===== src/rtl/ip_codma_pkg.sv =====
// ip_codma_pkg
//   Shared types and constants for the CODMA blocks.
//   read_state_t  : read engine state, consumed directly by the main machine.
//   RD_SZ_*       : bus size codes accepted by the read engine.
//   size_to_beats : size code -> number of 64-bit beats (0 marks an illegal code).
package ip_codma_pkg;

  typedef enum logic [1:0] {
    RD_IDLE    = 2'd0,
    RD_ASK     = 2'd1,
    RD_GRANTED = 2'd2,
    RD_ERROR   = 2'd3
  } read_state_t;

  localparam logic [7:0] RD_SZ_8B  = 8'd3;
  localparam logic [7:0] RD_SZ_16B = 8'd8;
  localparam logic [7:0] RD_SZ_32B = 8'd9;

  function automatic logic [2:0] size_to_beats(input logic [7:0] size);
    logic [2:0] beats;
    case (size)
      RD_SZ_8B:  beats = 3'd1;
      RD_SZ_16B: beats = 3'd2;
      RD_SZ_32B: beats = 3'd4;
      default:   beats = 3'd0;
    endcase
    return beats;
  endfunction

endpackage


===== src/rtl/ip_codma_read_machine.sv =====
// ip_codma_read_machine
//   Bus read engine of the CODMA. Takes one read request (address + size code)
//   from the main machine, issues a single burst on the memory bus and gathers
//   the 64-bit beats into an 8x32-bit data register.
//
// Ports
//   clk_i, reset_n_i   : clock, asynchronous active-low reset
//   reg_addr, reg_size : request byte address (8-byte aligned) and size code
//   need_read_i        : request level from the main machine
//   need_read_o        : request-still-pending echo back to the main machine
//   data_reg           : collected read data, word 2k/2k+1 from beat k
//   rd_state_r         : registered state
//   rd_state_next_s    : combinational next state
//   rd_state_error     : one-cycle error pulse (high while in RD_ERROR)
//   bus_read_o         : read request to the bus (RD_ASK only)
//   bus_addr_o         : latched burst start address
//   bus_size_o         : latched size code
//   bus_gnt_i          : bus grant, meaningful while bus_read_o = 1
//   bus_rvalid_i       : read beat valid
//   bus_rdata_i        : read beat data
//   bus_error_i        : bus error, honoured in RD_ASK / RD_GRANTED
module ip_codma_read_machine
  import ip_codma_pkg::*;
#(
  parameter int unsigned TIMEOUT_CYCLES = 256
) (
  input  logic             clk_i,
  input  logic             reset_n_i,
  input  logic [31:0]      reg_addr,
  input  logic [7:0]       reg_size,
  input  logic             need_read_i,
  output logic             need_read_o,
  output logic [7:0][31:0] data_reg,
  output read_state_t      rd_state_r,
  output read_state_t      rd_state_next_s,
  output logic             rd_state_error,
  output logic             bus_read_o,
  output logic [31:0]      bus_addr_o,
  output logic [7:0]       bus_size_o,
  input  logic             bus_gnt_i,
  input  logic             bus_rvalid_i,
  input  logic [63:0]      bus_rdata_i,
  input  logic             bus_error_i
);

  localparam int unsigned TW = (TIMEOUT_CYCLES > 1) ? $clog2(TIMEOUT_CYCLES) : 1;
  localparam logic [TW-1:0] TMO_LAST = TW'(TIMEOUT_CYCLES - 1);

  logic [1:0]    beat_cnt;
  logic [TW-1:0] tmo_cnt;
  logic [2:0]    beats;
  logic [1:0]    last_idx;
  logic          req_legal;
  logic          tmo_hit;
  logic          beat_accept;
  logic          last_beat;

  // Burst length always comes from the latched size, never the live input.
  assign beats     = size_to_beats(bus_size_o);
  assign last_idx  = 2'(beats - 3'd1);
  assign req_legal = (size_to_beats(reg_size) != 3'd0) && (reg_addr[2:0] == 3'd0);
  assign tmo_hit   = (tmo_cnt == TMO_LAST);

  // Next state. Within RD_ASK/RD_GRANTED the priority is:
  // abort (request dropped) > error (bus error / timeout) > grant or beat.
  always_comb begin
    rd_state_next_s = rd_state_r;
    beat_accept     = 1'b0;
    last_beat       = 1'b0;
    case (rd_state_r)
      RD_IDLE: begin
        if (need_read_i) begin
          rd_state_next_s = req_legal ? RD_ASK : RD_ERROR;
        end
      end
      RD_ASK: begin
        if (!need_read_i) begin
          rd_state_next_s = RD_IDLE;
        end else if (bus_error_i || tmo_hit) begin
          rd_state_next_s = RD_ERROR;
        end else if (bus_gnt_i) begin
          rd_state_next_s = RD_GRANTED;
        end
      end
      RD_GRANTED: begin
        if (!need_read_i) begin
          rd_state_next_s = RD_IDLE;
        end else if (bus_error_i || tmo_hit) begin
          rd_state_next_s = RD_ERROR;
        end else if (bus_rvalid_i) begin
          beat_accept = 1'b1;
          if (beat_cnt == last_idx) begin
            last_beat       = 1'b1;
            rd_state_next_s = RD_IDLE;
          end
        end
      end
      RD_ERROR: begin
        rd_state_next_s = RD_IDLE;
      end
      default: begin
        rd_state_next_s = RD_IDLE;
      end
    endcase
  end

  assign need_read_o = need_read_i && !last_beat && (rd_state_next_s != RD_ERROR);
  // Combinational so an abort in RD_ASK withdraws the request in the same cycle.
  assign bus_read_o  = (rd_state_r == RD_ASK) && need_read_i;

  always_ff @(posedge clk_i or negedge reset_n_i) begin
    if (!reset_n_i) begin
      rd_state_r     <= RD_IDLE;
      rd_state_error <= 1'b0;
      beat_cnt       <= '0;
      tmo_cnt        <= '0;
      bus_addr_o     <= '0;
      bus_size_o     <= '0;
      data_reg       <= '0;
    end else begin
      rd_state_r     <= rd_state_next_s;
      // Registered from the next state, so it is high exactly while in RD_ERROR.
      rd_state_error <= (rd_state_next_s == RD_ERROR);
      case (rd_state_r)
        RD_IDLE: begin
          if (rd_state_next_s == RD_ASK) begin
            bus_addr_o <= reg_addr;
            bus_size_o <= reg_size;
            beat_cnt   <= '0;
            tmo_cnt    <= '0;
          end
        end
        RD_ASK: begin
          if (rd_state_next_s == RD_GRANTED) begin
            tmo_cnt <= '0;
          end else if (!tmo_hit) begin
            tmo_cnt <= tmo_cnt + 1'b1;
          end
        end
        RD_GRANTED: begin
          if (beat_accept) begin
            data_reg[{beat_cnt, 1'b0}] <= bus_rdata_i[31:0];
            data_reg[{beat_cnt, 1'b1}] <= bus_rdata_i[63:32];
            if (beat_cnt != 2'b11) begin
              beat_cnt <= beat_cnt + 2'd1;
            end
            tmo_cnt <= '0;
          end else if (!tmo_hit) begin
            tmo_cnt <= tmo_cnt + 1'b1;
          end
        end
        default: begin
        end
      endcase
    end
  end

endmodule

===== config.mk =====
export PLATFORM = sky130hd
export DESIGN_NAME = ip_codma_read_machine
export DESIGN_NICKNAME = d
export VERILOG_FILES = /design/src/rtl/ip_codma_pkg.sv /design/src/rtl/ip_codma_read_machine.sv
export SDC_FILE = /design/constraint.sdc
export NUM_CORES = 1
export LEC_CHECK = 0
export CORE_MARGIN = 10
export CORE_UTILIZATION = 31
export DETAILED_ROUTE_END_ITERATION = 8
export SLEW_MARGIN = 30
export SYNTH_ARGS = -nofsm -noshare
export SYNTH_HDL_FRONTEND = slang
export SYNTH_SLANG_ARGS = --single-unit

===== constraint.sdc =====
create_clock -name clk_i -period 3.6 [get_ports clk_i]
set_input_delay 0.72 -clock clk_i [delete_from_list [all_inputs] [get_ports clk_i]]
set_output_delay 0.72 -clock clk_i [all_outputs]
set_load 0.02 [all_outputs]

Word level (Yosys, flattened, before mapping)
Index checks and enable logic that the tools add are counted.

Word-level logic and storage cells: 93. Memories kept: 0. Bits in latches: 0. Memory bits (writable): 0. Bits of input ports: 110. Bits in registers: 309. Output and inout port bits: 303. ROM bits: 0.

Divide/modulo/power cells: 0. Reductions and logical operators: 17. Mux-type cells: 36. Bitwise operators: 0. Add/sub/neg operators: 3. $mul: 0. Shift operators: 0. Equal/unequal tests: 19. $lt $le $gt $ge: 4.

Operators by type and width (count): bitwise mux 256 bit (2); demux 32 bit (select 2 bit) (2); 2-to-1 mux 32 bit (2); equality test 8 x 4 -> 1 bit, second input constant (4); 2-to-1 mux 8 bit (4); 2-to-1 mux 2 bit (12); case mux 8 bit (3 select lines) (1); equality test 8 x 2 -> 1 bit, second input constant (2); != test 2 bit, second input constant (5); 2-to-1 mux 1 bit (9); case mux 3 bit (3 select lines) (1); adder 8 x 1 -> 8 bit, second input constant (1); equality test 2 bit, second input constant (4); equality test 8 bit, second input constant (1); < comparator 3 x 4 -> 1 bit, second input constant (2); case mux 2 bit (4 select lines) (1); greater-or-equal comparator 3 x 1 -> 1 bit, second input constant (2); logical AND 1 bit (6); case mux 2 bit (3 select lines) (1); AND reduction 2 bit (3); nonzero test 3 bit (2); equality test 2 x 1 -> 1 bit, second input constant (2); case mux 2 bit (2 select lines) (1); AND reduction 4 bit (1); 8 further kinds (8).

Logic depth before layout (Yosys ltp)
Word-level depth: 12. Gate-level depth with buffers: 11. Gate-level depth less buffers: 9.

Worst setup path after synthesis
Ideal clock, no wire load.

Path type: register to output. Start: register rd_state_r[0]. End: output need_read_o. Slack: 0.528 ns. Data required time: 2.880 ns. Arrival time: 2.352 ns. Buffers on the path: 2. Stages on the path, launching flop included: 10. Path through: dfrtp_1 > inv_1 > ha_1 > clkbuf_1 > nand2_1 > o21ai_0 > o41ai_2 > clkbuf_1 > nor3_2 > nor2_1.

Longest elaborated chain between the ends: 7. Elaborated cells on any way between the ends: 18. Classes of those cells: 4 x eq/ne; 10 x mux; 4 x reduce/logical.

Ends and longest elaborated chain: from (decl) (RTL line ip_codma_read_machine.sv:34) `output read_state_t rd_state_r,`; from (signal assigned) (RTL line ip_codma_read_machine.sv:121) `rd_state_r <= rd_state_next_s;`; 2-to-1 mux 2 bit (RTL line ip_codma_read_machine.sv:92) `if (beat_cnt == last_idx) begin`; 2-to-1 mux 2 bit (RTL line ip_codma_read_machine.sv:90) `end else if (bus_rvalid_i) begin`; 2-to-1 mux 2 bit (RTL line ip_codma_read_machine.sv:88) `end else if (bus_error_i || tmo_hit) begin`; 2-to-1 mux 2 bit (RTL line ip_codma_read_machine.sv:86) `if (!need_read_i) begin`; case mux 2 bit (4 select lines) (RTL line ip_codma_read_machine.sv:70) `case (rd_state_r)`; != test 2 bit (RTL line ip_codma_read_machine.sv:107) `assign need_read_o = need_read_i && !last_beat && (rd_state_next_s != RD_ERROR);`; logical AND 1 bit (*) (RTL line ip_codma_read_machine.sv:107); to (decl) (RTL line ip_codma_read_machine.sv:32) `output logic need_read_o,`.

Mark *: on every way between the ends. The rest lies on a longest branch, timed or not.

Worst setup path after layout
Start: register bus_size_o[5]. End: output need_read_o.

Longest elaborated chain between the ends: 12. Elaborated cells on any way between the ends: 20. Classes of those cells: 1 x add/sub; 5 x eq/ne; 11 x mux; 3 x reduce/logical.

Ends and longest elaborated chain: from (decl) (RTL line ip_codma_read_machine.sv:39) `output logic [7:0] bus_size_o,`; from (signal assigned) (RTL line ip_codma_read_machine.sv:128) `bus_size_o <= reg_size;`; equality test 8 x 4 -> 1 bit or equality test 8 x 2 -> 1 bit (tied branches) (RTL line ip_codma_pkg.sv:21) `case (size)`; case mux 2 bit (3 select lines) (*) (RTL line ip_codma_pkg.sv:21); subtractor 2 x 1 -> 2 bit (*) (RTL line ip_codma_read_machine.sv:60) `assign last_idx = 2'(beats - 3'd1);`; equality test 2 bit (*) (RTL line ip_codma_read_machine.sv:92); branches (longest 7 deep; another with case mux 2 bit (4 select lines)); logical AND 1 bit (*) (RTL line ip_codma_read_machine.sv:107).

Mark *: on every way between the ends.

==> metrics.txt <==
outcome finished clean; crit path max fanout 5; CTS Sinks 309; CTS tree done; dpl ws 9.342 ps; largest net degree at the start of global routing 83; Peak supply drop 459.0 uV; # IOs 413; CTS buffer count 36; FF-to-FF End tmo_cnt[2]; Worst setup SP type register; Period minus WS final 3511 ps; period utilization 0.9754; MaxCap Viol Count 0; Fill cells 3516; Die Ht 220.0 um; worst-margin pin slew 831.3 ps; met1 Use GR 0.1870; post-route setup slack 88.56 ps; vias in the first global route 9035; PortBufs 412; most frequent cells after synthesis dfrtp_1 (309), mux2_2 (286), buf_2 (28); Initial DRC Count 408; Slew Viols, Final 0; antenna cell count 0; initial antenna violation count 0; met3 Usage GRT 0.05334; Syn Area/Cell 15.18 um2; met2 usage 0.2657; delay of the slowest cell on the worst path 580 ps; DIE AREA 48400 um2; HP Class input port to async pin; critical path required time 2880 ps; total core area 39640 um2; clk_skew 15.86 ps; clock buffer depth 3; Die X 220.0 um; crit path kind register to primary output; Detail Route Antenna Nets 0; share of layout cells above drive strength 1 0.3238; final WL 39.50 mm; hpwl dp 28.84 mm; Placement Rows 73; Critical Path End Type primary output; Max Freq 284.8 MHz; top post-synthesis cells by area dfrtp_1 (62%), mux2_2 (26%), buf_2 (1.1%); count leader, synth dfrtp_1; Final Power 16.42 mW; number of synthesized flops with an enable pin 0; top_reg_cell synth dfrtp_1; reg2reg setup slack 860 ps; Mapped Nets 935; async set-reset flop share out of synthesis 1.000; Critical Path, Cell by Cell or4_4 -> a211o_1 -> a31oi_4 -> a31o_4 -> nor2_4 -> buf_6 -> nor3_4 -> nor2_2 -> buf_4; Yosys top cell by area dfrtp_1; critical path's slowest cell or4_4; P&R area growth vs syn 51.98%; GRT busiest layer met2; reg2reg start bus_size_o[5]; PwrDens 871.6 nW/um2; Root Driver clkbuf_16; post-synth top area share 0.6236; slew margin rel. 0.4432; Worst-path clk slew 60 ps; clock latency on the worst-skew pair 540 ps; WL/cell 21.64 um; # hold bufs at CTS 0; RePlAce Congestion 0.8621; post-synthesis cell type count 55; grt total ovfl 0; CTS H-tree lvls 2; reg2reg path depth 11; DR vias/cell 4.718; cell area after synthesis 12400 um2; DRC violations left 0; nets@finish 1393; synthesized flop and latch total 309; max reg flops 256; routed vias 8611; Initial Util 0.3128; sequential-to-total area share from yosys stat 0.6236; WP data arrival 2790 ps; Pleak 8.464 nW; Final Setup Violations 0; post-synthesis instance total 817; DR pass1 iterations 4; gr usage total 0.1576; Syn. warnings 0; first-pass GRT wire length 58.48 mm; Hold Vio Cnt, Final 0
[metrics by stage]
| stage | area (um2) | cells | hold WS [ps] | setup TNS (ps) | util |
|---|---|---|---|---|---|
| after floorplan | 12400 | 817 | 424.4 | 0 | - |
| after global placement | 17400 | 1747 | 468.7 | 0 | 0.4389 |
| after detailed placement | 17400 | 1747 | 478.3 | 0 | 0.4389 |
| after CTS | 18690 | 1810 | 194.5 | -13.71 | 0.4715 |
| after global routing | 18840 | 1825 | 235.0 | -19.66 | 0.4754 |
| final | 18840 | 1825 | 191.8 | 0 | 0.4754 |
[cell type report]
cell class	instances	area (um2)	share of cell area
multi-input cells	455	4566	0.2423
clock buffers	55	1125	0.05969
flip-flops and latches	309	7737	0.4106
repair buffers	459	4626	0.2455
inverters	14	52.55	0.002789
well taps	525	656.9	0.03486
clock inverters	8	81.33	0.004316
[layer usage]
layer | up-vias | wire [um]
met5 | - | 0
met4 | 0 | 647
met3 | 38 | 3115
met2 | 252 | 19830
met1 | 4431 | 15910
li1 | 3890 | -
[worst max-delay path: cells and delay by family (launching register included)]
kind            cells  cell delay, ps
flops               1             380
simple gates        4             860
buf+inv             2             300
compound gates      3             700
[worst max-delay path by stage]
stage                  start                  to  slack (ps)  depth (start not counted)
2_1_floorplan  rd_state_r[0]         need_read_o         530                          9
3_3_place_gp     reg_size[5]  rd_state_next_s[1]          40                          9
3_5_place_dp     reg_size[5]  rd_state_next_s[1]           9                          9
4_1_cts        bus_size_o[5]         need_read_o         -10                          9
5_1_grt        bus_size_o[5]         need_read_o         -20                          9
6_report       bus_size_o[5]         need_read_o          90                          9
[where the power goes]
group	internal (mW)	switching, mW
clock	2.22	1.44
sequential	4.77	0.723
combinational	3.63	3.64
[kinds of logic (layout without fill, tap and decap cells)]
| group | after synthesis | after routing | share of synthesized area |
|---|---|---|---|
| DFF | 309 | 309 | 0.6236 |
| muxes | 296 | 296 | 0.2688 |
| and+or+nand+nor | 99 | 99 | 0.04541 |
| buffers and inverters | 53 | 536 | 0.01948 |
| AOI/OAI and AO/OA | 52 | 52 | 0.03461 |
| adders and majority gates | 8 | 8 | 0.008073 |
[placed cells by master, fill, tap and decap left out, drive strengths merged, types with 3 or more instances in the layout]
cell type,n
clkdlybuf4s50,408
dfrtp,309
mux2,296
clkbuf,55
buf,49
nand2,20
nor4,16
inv,14
nor2,13
nand3,12
and3,9
nand4,9
a31oi,9
o21ai,8
ha,8
nor3,7
a21oi,5
clkinv,5
a41oi,4
nand2b,3
a32oi,3
o31ai,3
[what timing repair did]
| item | CTS | global route |
|---|---|---|
| pin swaps | 1 | 11 |
| setup endpoints to repair | 3 | 1 |
| gates cloned | 0 | 0 |
| resized for setup | 17 | 11 |
| buffers inserted | 0 | 15 |
No activity file was read; power rests on OpenSTA's default activity.
